===== src/rtl/nibble_add_pkg.sv =====
// Shared definitions for the nibble-serial add sequencer: nibble width,
// FSM state encoding and the index-width helper.
package nibble_add_pkg;

  localparam int NIBBLE_W = 4;

  typedef enum logic [1:0] {
    IDLE,
    ISSUE,
    CAPTURE,
    DONE
  } state_t;

  function automatic int clog2(input int n);
    int r;
    r = 0;
    while ((1 << r) < n) r++;
    return r;
  endfunction

endpackage


===== src/rtl/nibble_serial_add_ctrl.sv =====
// Sequences a wide add as NIBBLES back-to-back 4-bit adds on the external
// registered adder stage, chaining its carry-out into the next nibble.
//
// state   | meaning
// IDLE    | waiting for start; sum/cout hold the last result
// ISSUE   | add_* drive one nibble, add_en high for this cycle
// CAPTURE | add_q holds that nibble's result; store it, issue next or finish
// DONE    | done pulse, sum/cout valid
module nibble_serial_add_ctrl
  import nibble_add_pkg::*;
#(
  parameter int NIBBLES = 4
) (
  input  logic                         clk,
  input  logic                         reset,
  input  logic                         start,
  input  logic [NIBBLE_W*NIBBLES-1:0]  a,
  input  logic [NIBBLE_W*NIBBLES-1:0]  b,
  input  logic                         cin,
  output logic                         busy,
  output logic                         done,
  output logic [NIBBLE_W*NIBBLES-1:0]  sum,
  output logic                         cout,
  output logic [NIBBLE_W-1:0]          add_a,
  output logic [NIBBLE_W-1:0]          add_b,
  output logic                         add_cin,
  output logic                         add_en,
  input  logic [NIBBLE_W:0]            add_q
);

  localparam int W     = NIBBLE_W * NIBBLES;
  localparam int IDX_W = (NIBBLES > 1) ? clog2(NIBBLES) : 1;
  localparam int LAST  = NIBBLES - 1;

  typedef logic [IDX_W-1:0] idx_t;

  state_t         state;
  logic [W-1:0]   a_reg;
  logic [W-1:0]   b_reg;
  idx_t           idx;
  idx_t           idx_next;

  assign idx_next = idx + idx_t'(1);

  // The registered add_cin is the running carry: it is loaded with cin on
  // accept and with add_q[4] on every non-final capture.
  always_ff @(posedge clk) begin
    if (reset) begin
      state   <= IDLE;
      a_reg   <= '0;
      b_reg   <= '0;
      idx     <= '0;
      busy    <= 1'b0;
      done    <= 1'b0;
      sum     <= '0;
      cout    <= 1'b0;
      add_a   <= '0;
      add_b   <= '0;
      add_cin <= 1'b0;
      add_en  <= 1'b0;
    end else begin
      done    <= 1'b0;
      add_en  <= 1'b0;
      add_a   <= '0;
      add_b   <= '0;
      add_cin <= 1'b0;
      case (state)
        IDLE: begin
          if (start) begin
            a_reg   <= a;
            b_reg   <= b;
            idx     <= '0;
            busy    <= 1'b1;
            add_a   <= a[NIBBLE_W-1:0];
            add_b   <= b[NIBBLE_W-1:0];
            add_cin <= cin;
            add_en  <= 1'b1;
            state   <= ISSUE;
          end
        end
        ISSUE: begin
          state <= CAPTURE;
        end
        CAPTURE: begin
          sum[NIBBLE_W*idx +: NIBBLE_W] <= add_q[NIBBLE_W-1:0];
          if (idx == idx_t'(LAST)) begin
            cout  <= add_q[NIBBLE_W];
            done  <= 1'b1;
            state <= DONE;
          end else begin
            idx     <= idx_next;
            add_a   <= a_reg[NIBBLE_W*idx_next +: NIBBLE_W];
            add_b   <= b_reg[NIBBLE_W*idx_next +: NIBBLE_W];
            add_cin <= add_q[NIBBLE_W];
            add_en  <= 1'b1;
            state   <= ISSUE;
          end
        end
        DONE: begin
          busy  <= 1'b0;
          state <= IDLE;
        end
        default: begin
          busy  <= 1'b0;
          state <= IDLE;
        end
      endcase
    end
  end

endmodule

===== config.mk =====
export PLATFORM = sky130hd
export DESIGN_NAME = nibble_serial_add_ctrl
export DESIGN_NICKNAME = d
export VERILOG_FILES = /design/src/rtl/nibble_add_pkg.sv /design/src/rtl/nibble_serial_add_ctrl.sv
export SDC_FILE = /design/constraint.sdc
export NUM_CORES = 1
export LEC_CHECK = 0
export BUFFER_PORTS_ARGS = -buffer_cell sky130_fd_sc_hd__buf_2
export CORE_MARGIN = 2
export CORE_UTILIZATION = 40
export DETAILED_ROUTE_END_ITERATION = 16
export PLACE_DENSITY = 0.69
export SLEW_MARGIN = 20
export SYNTH_ARGS = -nofsm -noshare
export SYNTH_HDL_FRONTEND = slang
export SYNTH_SLANG_ARGS = --single-unit

===== constraint.sdc =====
create_clock -name clk -period 2.7 [get_ports clk]
set_input_delay 0.54 -clock clk [delete_from_list [all_inputs] [get_ports clk]]
set_output_delay 0.54 -clock clk [all_outputs]
set_load 0.01 [all_outputs]

==> summary.txt, run 1 <==
Status
  – Status: finished, final reports clean

Drt
  – Vias: 2,243
  – Pre-Repair DR Iteration Count: 6
  – Post-route ant nets: 0
  – Total routed wirelength: 6.13 mm
  – Initial DRC count: 147
  – Routed WL per cell: ~14 um
  – DRC Markers: 0
  – Via density: 5.19

Placement
  – Routability congestion estimate: 0.811
  – Placed insts: approximately 420
  – DP HPWL: 4.25 mm
  – Post-place setup slack: 0.647 ns
  – Input/output buffers: 69

Worst setup path
  – CP peak stage delay: 0.50 ns
  – Crit path max-delay family: adder cells
  – Worst Setup Start Kind: flip-flop
  – Critical path cell sequence: inv_1, ha_1, buf_4, mux4_2, a22o_1
  – Crit Path Max Fanout: 7
  – Critical Path AT: 2.28 ns
  – WP buf/inv: 2
  – Setup crit end kind: flip-flop
  – CP Data Required Time: 2.93 ns
  – Crit-path slowest cell: ha_1
  – Crit path kind: reg2reg

GRT
  – Met2 usage: 0.271
  – Global route hottest layer: met2
  – Initial antenna violation count: 0
  – Vias in the first global route: ~2,200
  – GRT met3 Usage: 0.0385
  – Met1 usage: 0.225
  – Largest net degree at the start of global routing: between 40 and 50
  – Total grt overflow: 0
  – Overall Global Routing Usage: 0.175
  – Global-route wire length before repair: 10.1 mm

STA
  – Max Clk Rate: 489 MHz
  – Relative slew slack: 0.553
  – Clock Skew: between 0.008 and 0.009 ns
  – Min Tclk post-route: 2.05 ns
  – Unrepaired setup endpoints after global routing: no
  – Post-route clock period utilization: 0.758
  – Total negative slack: 0 ns
  – Worst Tran Pin Value: 0.668 ns
  – Final worst slack: 0.653 ns
  – Final setup violation count: 0
  – Fin. max-slew vios: 0
  – Final Hold Fails: 0

Finish
  – Area Growth Syn to Fin: 20.3%
  – Nets: approximately 400
  – Antenna cells: 0
  – Fraction of layout cells with a size suffix above 1: 0.293
  – Final non-filler cell total: 432

Floorplan
  – Die height: 85.8 um
  – I/O Pins: 70
  – Num rows: 29
  – Die X-Extent: 85.8 um
  – Initial Util: 0.417
  – Die Area: 7360 um^2
  – Placeable Area: approximately 6400 um^2

Yosys
  – Seq/Total Area, Yosys: 0.486
  – Distinct cells, synth: 33
  – Mapped Cells: roughly 280
  – Syn Std Cell Area: 2680 um^2
  – Post-synth top cells: 72 x nand2_1, 65 x dfxtp_1, 42 x a21oi_1
  – Flops & latches, synth: 65
  – Primary FF master, synth: dfxtp_1
  – Yosys Warn Count: 0
  – Number of synthesized flops with an enable pin: 0
  – Synth top area share: 0.486
  – Syn nets: roughly 330
  – Asr flop ratio synth: 0
  – Syn avg cell area: 9.49 um^2
  – Dominant cell type by area after synthesis: dfxtp_1
  – Top-count cell post-synth: nand2_1
  – Area contributors post-synth: dfxtp_1 49%, nand2_1 10%, a21oi_1 7.9%

Clock network
  – Worst-Skew Late Latency: about 0.34 ns
  – Clk sinks: between 60 and 70
  – # H-tree levels: 3
  – Setup Fix Bufs, Post-CTS: 0
  – Hold-fix buffer count after cts: 0
  – Post-CTS resize count: 0
  – CTS tree: yes
  – CTS max path bufs: 2
  – Clk slew on worst S/H paths: 0.07 ns
  – CTS Root Cell: clkbuf_8
  – Cts bufs inserted: 9

Hold path
  – Hold Path Class: in2reg

Pwr
  – LEAKAGE: 1.35 nW
  – Worst vdd ir: 0.260 mV
  – Power Density: 609 nW/um^2
  – Total Power: 1.96 mW

Job
  – MaxCap Viol Count: 0
==> report_power, final <==
part | switching [mW] | internal (mW) | total (mW) | leakage [nW]
Clock | 0.359 | 0.378 | 0.737 | 0.0911
Sequential | 0.0274 | 1.00 | 1.03 | 0.531
Combinational | 0.108 | 0.0889 | 0.197 | 0.731
Total | 0.494 | 1.47 | 1.96 | 1.35
==> logic make-up after synthesis <==
logic type               count (synthesis)  synth area share
multiplexers                             9            0.0725
adder cells (fa/ha/maj)                  6            0.0280
AND/OR/NAND/NOR                        119             0.216
buffers and inverters                   20            0.0514
AO/OA/AOI/OAI                           63             0.146
flip-flops                              65             0.486
==> metal layers <==
layer	wire (um)	vias to the layer above
li1	-	1122
met1	2720	1053
met2	2950	57
met3	299	11
met4	160	0
met5	0	-
==> worst paths after layout <==
| check | from | to | slack, ns | cells after the start |
|---|---|---|---|---|
| min reg2reg | b_reg[0] | b_reg[0] | 0.45 | 2 |
| max reg2reg | idx[1] | add_b[3] | 0.65 | 5 |
| max | idx[1] | add_b[3] | 0.65 | 5 |
| min | a[4] | a_reg[4] | 0.43 | 3 |
==> cell usage in the layout (no fill, tap or decap), drive strengths merged, types with 3 or more instances in the layout <==
| master | count |
|---|---|
| clkbuf | 11 |
| clkinv | 3 |
| dfxtp | 65 |
| nor2 | 12 |
| ha | 6 |
| mux4 | 8 |
| a21oi | 42 |
| a32oi | 10 |
| nor3 | 4 |
| nand3 | 6 |
| nand2 | 72 |
| nor2b | 4 |
| buf | 75 |
| nand3b | 4 |
| nor3b | 6 |
| nand2b | 3 |
| a22o | 8 |
==> final cells by class <==
| cell class | instances | area [um^2] |
|---|---|---|
| clock inverter | 5 | 30.0 |
| inverter | 2 | 7.51 |
| fill | 623 | 3200 |
| sequential | 65 | 1300 |
| clock buffer | 11 | 151 |
| timing repair buffer | 75 | 390 |
| tap | 77 | 96.3 |
| multi-input combinational | 197 | 1240 |
==> metrics by stage <==
step,hold WS [ns],utilization,area [um^2]
finish,0.431,0.501,3220
floorplan,0.432,-,2680
global placement,0.437,0.473,3040
detailed placement,0.443,0.473,3040
global route,0.428,0.501,3220
CTS,0.423,0.501,3220
==> tightest hold or removal path: cells and delay by family <==
kind / cells / cell delay, ns
buffers and inverters: 1 / 0.09
and+or+nand+nor: 1 / 0.04
AOI/OAI and AO/OA: 1 / 0.05
Power figures use the tool's default switching activity.
==> run 2: changes to the inputs <==
ABC_AREA = 1   (was unset)
PLACE_DENSITY = 0.72   (was 0.69)
clock period = 1.7 ns   (was 2.7 ns; I/O delays follow)
==> summary.txt, run 2 <==
GRT
  – Global-route wire length before repair: 10.8 mm
  – Initial antenna violation count: 0
  – Largest net degree at the start of global routing: 45
  – Total grt overflow: 0
  – Vias in the first global route: 2,465
  – Overall Global Routing Usage: 0.182

Worst setup path
  – R2R cell count: 8
  – Setup crit end kind: flip-flop
  – CP Data Required Time: 1.96 ns
  – WP buf/inv: 3
  – Crit path max-delay family: flip-flops
  – Crit Path Max Fanout: 9
  – Critical Path AT: 1.78 ns
  – Critical path cell sequence: inv_1, ha_1, inv_1, buf_4, nand3_1, nand2_1, nand2_1, a21oi_1
  – R2R setup slack: 0.18 ns
  – Start of the worst register-to-register path: idx[0]
  – Worst Setup Start Kind: flip-flop
  – Crit-path slowest cell: dfxtp_2
  – Worst Setup EP: add_b[1]
  – Crit path kind: reg2reg
  – Reg-to-Reg End: add_b[1]
  – CP peak stage delay: 0.38 ns
  – WP depth: 8
  – Crit. Startpoint: idx[0]

Finish
  – Nets: 487
  – Most common cell after layout, fill and taps aside: nand2_1
  – Area occupied by multi-input gates: 1150 um^2
  – Antenna cells: 0
  – Final Cell Area: 3290 um^2
  – Fillers: 672
  – Most frequent cells in the layout: 101 x nand2_1, 69 x buf_2, 64 x dfxtp_1, 58 x a21oi_1, 38 x inv_1
  – Area Growth Syn to Fin: 21.5%
  – FF+latch area: 1300 um^2
  – Fraction of layout cells with a size suffix above 1: 0.238

Floorplan
  – Num rows: 29
  – Die X-Extent: roughly 86 um
  – Initial Util: 0.419
  – Placeable Area: around 6500 um^2
  – I/O Pins: 70
  – Die height: 86.3 um
  – Die Area: 7440 um^2

Clock network
  – Hold-fix buffer count after cts: 0
  – Post-CTS resize count: 0
  – Setup Fix Bufs, Post-CTS: 0
  – Clk slew on worst S/H paths: 0.06 ns
  – Clk sinks: 65
  – CTS Root Cell: clkbuf_8
  – Worst-Skew Late Latency: 0.33 ns
  – # H-tree levels: 3
  – Cts bufs inserted: 9
  – CTS max path bufs: 2
  – CTS tree: yes

Hold path
  – HP Start: b[8]
  – Worst Hold Path Cells: 3
  – Hold Path Class: in2reg

STA
  – Final worst slack: 0.178 ns
  – Unrepaired setup endpoints after global routing: no
  – Relative slew slack: 0.698
  – Final hold slack: 0.244 ns
  – Clock Skew: 0.00716 ns
  – Worst Tran Pin Value: 0.452 ns
  – Post-route clock period utilization: 0.895
  – Final setup violation count: 0
  – Total negative slack: 0 ns
  – Fin. max-slew vios: 0
  – Final Hold Fails: 0
  – Max Clk Rate: approximately 660 MHz
  – Min Tclk post-route: 1.52 ns

Drt
  – Total routed wirelength: 6.42 mm
  – Via density: 4.88
  – Initial DRC count: 150
  – Routed WL per cell: between 10 and 15 um
  – DRC Markers: 0
  – Vias: 2,531
  – Pre-Repair DR Iteration Count: 4
  – Post-route ant nets: 0

Pwr
  – LEAKAGE: about 1.5 nW
  – Total Power: 3.16 mW
  – Power Density: 961 nW/um^2
  – Worst vdd ir: 0.392 mV

Yosys
  – Primary FF master, synth: dfxtp_1
  – Area contributors post-synth: dfxtp_1 48%, nand2_1 14%, a21oi_1 11%
  – Syn avg cell area: between 7 and 8 um^2
  – Synth top area share: 0.481
  – Dominant cell type by area after synthesis: dfxtp_1
  – Post-synth top cells: 101 x nand2_1, 65 x dfxtp_1, 58 x a21oi_1
  – Top-count cell post-synth: nand2_1
  – Mapped Cells: 367
  – Seq/Total Area, Yosys: 0.481
  – Asr flop ratio synth: 0
  – Syn nets: 414
  – Yosys Warn Count: 0
  – Number of synthesized flops with an enable pin: 0
  – Distinct cells, synth: 22
  – Syn Std Cell Area: around 2700 um^2
  – Flops & latches, synth: 65

Job
  – MaxCap Viol Count: 0

Placement
  – Routability congestion estimate: 0.788
  – Placed cell areas: 3140 um^2
  – Input/output buffers: between 60 and 70
  – DP HPWL: around 4.6 mm
  – Post-place setup slack: approximately 0.12 ns

Status
  – Status: finished, final reports clean
run 2: logic make-up (layout without fill, tap and decap cells):
kind of cell / count (synthesis) / count (layout) / share of synthesized area
AND/OR/NAND/NOR: 149 / 149 / 0.231
buffers and inverters: 59 / 134 / 0.0961
adder cells (fa/ha/maj): 6 / 6 / 0.0277
AO/OA/AOI/OAI: 88 / 88 / 0.165
flip-flops: 65 / 65 / 0.481
run 2: worst min-delay path by stage:
stage                     end
global placement     b_reg[9]
global route        b_reg[12]
floorplan            b_reg[5]
finish               b_reg[8]
CTS                  b_reg[8]
detailed placement  b_reg[10]
run 2: routing by layer:
layer | share of wire | up-vias | global-route usage | wire (um)
li1 | - | 1316 | - | -
met1 | 0.45 | 1129 | 0.233 | 2910
met2 | 0.47 | 74 | 0.297 | 3050
met3 | 0.053 | 12 | 0.0438 | 339
met4 | 0.019 | 0 | 0.0710 | 121
met5 | 0 | - | 0 | 0
run 2: through the flow:
| step | util | cells |
|---|---|---|
| 6_report | 0.509 | 519 |
| 5_1_grt | 0.509 | 519 |
| 4_1_cts | 0.509 | 519 |
| 3_5_place_dp | 0.486 | 506 |
| 3_3_place_gp | 0.486 | 506 |
| 2_1_floorplan | - | 367 |
run 2: worst reg2reg max path: stages (launching register included):
cell and delay [ns]:
dfxtp_2 0.38, inv_1 0.09, ha_1 0.34, inv_1 0.11
buf_4 0.18, nand3_1 0.10, nand2_1 0.08, nand2_1 0.05
a21oi_1 0.12
run 2: layout make-up:
type,count,area share
Clock buffer,12,0.0441
Tap cell,77,0.0293
Clock inverter,1,0.00152
Sequential cell,65,0.396
Inverter,41,0.0471
Timing Repair Buffer,80,0.134
Multi-Input combinational cell,243,0.348
run 2: report_power, final:
| part | switching [mW] | internal (mW) |
|---|---|---|
| sequential | 0.0314 | 1.61 |
| combinational | 0.282 | 0.174 |
| clock | 0.524 | 0.543 |
==> run 3: changes to the inputs <==
CORE_MARGIN = 8   (was 2)
PLACE_DENSITY = 0.69   (was 0.72)
clock period = 1.9 ns   (was 1.7 ns; I/O delays follow)
==> summary.txt, run 3 (synthesis gave the netlist of run 2 again) <==
Clock network
  – Worst-Skew Late Latency: 0.35 ns
  – # H-tree levels: 3
  – Clk sinks: 65
  – CTS Root Cell: clkbuf_8
  – Hold-fix buffer count after cts: 0
  – CTS max path bufs: 2
  – Cts bufs inserted: 9
  – Post-CTS resize count: 0
  – Clk slew on worst S/H paths: 0.08 ns
  – Setup Fix Bufs, Post-CTS: 0
  – CTS tree: yes

STA
  – Relative slew slack: 0.710
  – Unrepaired setup endpoints after global routing: no
  – Final Hold Fails: 0
  – Worst Tran Pin Value: approximately 0.43 ns
  – Post-route clock period utilization: 0.818
  – Clock Skew: 0.0110 ns
  – Final setup violation count: 0
  – Final hold slack: 0.285 ns
  – Max Clk Rate: 643 MHz
  – Fin. max-slew vios: 0
  – Min Tclk post-route: 1.55 ns
  – Total negative slack: 0 ns

Floorplan
  – Placeable Area: 6680 um^2
  – Die height: 98.3 um
  – Die X-Extent: 98.3 um
  – Num rows: 30
  – Die Area: between 9000 and 10,000 um^2
  – Initial Util: 0.405
  – I/O Pins: 70

GRT
  – Global-route wire length before repair: around 11 mm
  – Largest net degree at the start of global routing: 54
  – Total grt overflow: 0
  – Initial antenna violation count: 0
  – Vias in the first global route: around 2,500
  – Overall Global Routing Usage: 0.147

Job
  – MaxCap Viol Count: 0

Worst setup path
  – Crit path kind: reg2reg
  – Critical Path AT: 1.82 ns
  – R2R setup slack: 0.35 ns
  – Reg-to-Reg End: add_a[3]
  – CP Data Required Time: 2.17 ns
  – Worst Setup Start Kind: flip-flop
  – CP peak stage delay: around 0.41 ns
  – R2R cell count: 8
  – Setup crit end kind: flip-flop
  – Start of the worst register-to-register path: idx[1]
  – Crit Path Max Fanout: 9
  – Crit. Startpoint: idx[1]
  – Critical path cell sequence: inv_1, ha_1, inv_1, buf_4, nand3_1, nand2_1, nand2_1, a21oi_1
  – Crit-path slowest cell: dfxtp_1

Drt
  – Initial DRC count: ~130
  – Routed WL per cell: about 13 um
  – Total routed wirelength: roughly 7 mm
  – WL met2: 2.96 mm
  – DRC Markers: 0
  – M1 WL: around 3.1 mm
  – DR top layer: met4
  – Vias: 2,506
  – Metal3 WL: between 600 and 700 um
  – Via density: 4.80
  – Pre-Repair DR Iteration Count: 4
  – Post-route ant nets: 0

Finish
  – Nets: 484
  – Antenna cells: 0
  – Most frequent cells in the layout: 101 x nand2_1, 69 x buf_2, 65 x dfxtp_1, 58 x a21oi_1, 38 x inv_1
  – Fraction of layout cells with a size suffix above 1: 0.240
  – Area occupied by multi-input gates: 1150 um^2
  – Area Growth Syn to Fin: 22.8%
  – Final Cell Area: around 3300 um^2
  – Most common cell after layout, fill and taps aside: nand2_1
  – FF+latch area: 1300 um^2
  – Fillers: 687

Placement
  – Input/output buffers: between 60 and 70
  – Placed cell areas: 3120 um^2
  – DP HPWL: 4.92 mm
  – Routability congestion estimate: around 0.79

Hold path
  – HP Start: b[12]
  – WHS Endpoint: b_reg[12]
  – Hold Path Class: in2reg
  – Worst Hold Path Cells: 3

Pwr
  – LEAKAGE: 1.53 nW
  – Power Density: between 900 and 1000 nW/um^2
  – Worst vdd ir: roughly 0.58 mV

Status
  – Status: finished, final reports clean
## run 3: cell types whose count changed in the layout (fill, tap and decap cells not counted)
| cell | change |
|---|---|
| inv_6 | +1 |
| bufinv_16 | +1 |
| clkinvlp_4 | +2 |
| buf_4 | -3 |
| clkinv_2 | -1 |
| dfxtp_2 | -1 |
| clkbuf_1 | -2 |
| clkbuf_8 | -1 |
| clkinv_4 | +3 |
| dfxtp_1 | +1 |
## run 3: per-layer routing
metal	vias up	GRT usage
met5	-	0
met4	0	0.0567
met3	9	0.0612
met2	78	0.223
li1	1313	-
met1	1106	0.181
## run 3: how the worst max path moves through the flow
stage	endpoint	slack (ns)	cells past startpoint
after detailed placement	add_a[2]	0.37	8
after global routing	add_b[2]	0.20	8
after floorplan	sum[13]	0.30	9
final	add_a[3]	0.35	8
after CTS	add_a[2]	0.35	8
after global placement	add_b[1]	0.43	8
## run 3: critical path: cells and delay by family, from the launching register on
kind                       cells  cell delay [ns]
AOI/OAI and AO/OA              1             0.13
DFF                            1             0.41
and+or+nand+nor                3             0.21
adders and majority gates      1             0.34
buffers and inverters          3             0.40
## run 3: cell type report
type,instances,share of cell area
inverter,41,0.0467
tap,80,0.0301
clock inverter,7,0.0241
timing repair buffer,77,0.126
multi-input combinational,243,0.345
clock buffer,9,0.0373
sequential,65,0.391
## run 3: per-stage QoR
stage / total power, mW / setup WS, ns / std cells / utilization
final: 3.06 / 0.345 / 522 / 0.498
after detailed placement: 1.90 / 0.371 / 506 / 0.467
after CTS: 3.09 / 0.351 / 522 / 0.498
after global routing: 3.22 / 0.205 / 522 / 0.498
after global placement: 1.89 / 0.425 / 506 / 0.467
after floorplan: 1.77 / 0.300 / 367 / -
## run 3: power breakdown
| part | internal [mW] | leakage, nW | switching, mW |
|---|---|---|---|
| clock network | 0.616 | 0.0960 | 0.576 |
| registers | 1.44 | 0.533 | 0.0271 |
| logic | 0.150 | 0.897 | 0.251 |
| total | 2.20 | 1.53 | 0.855 |
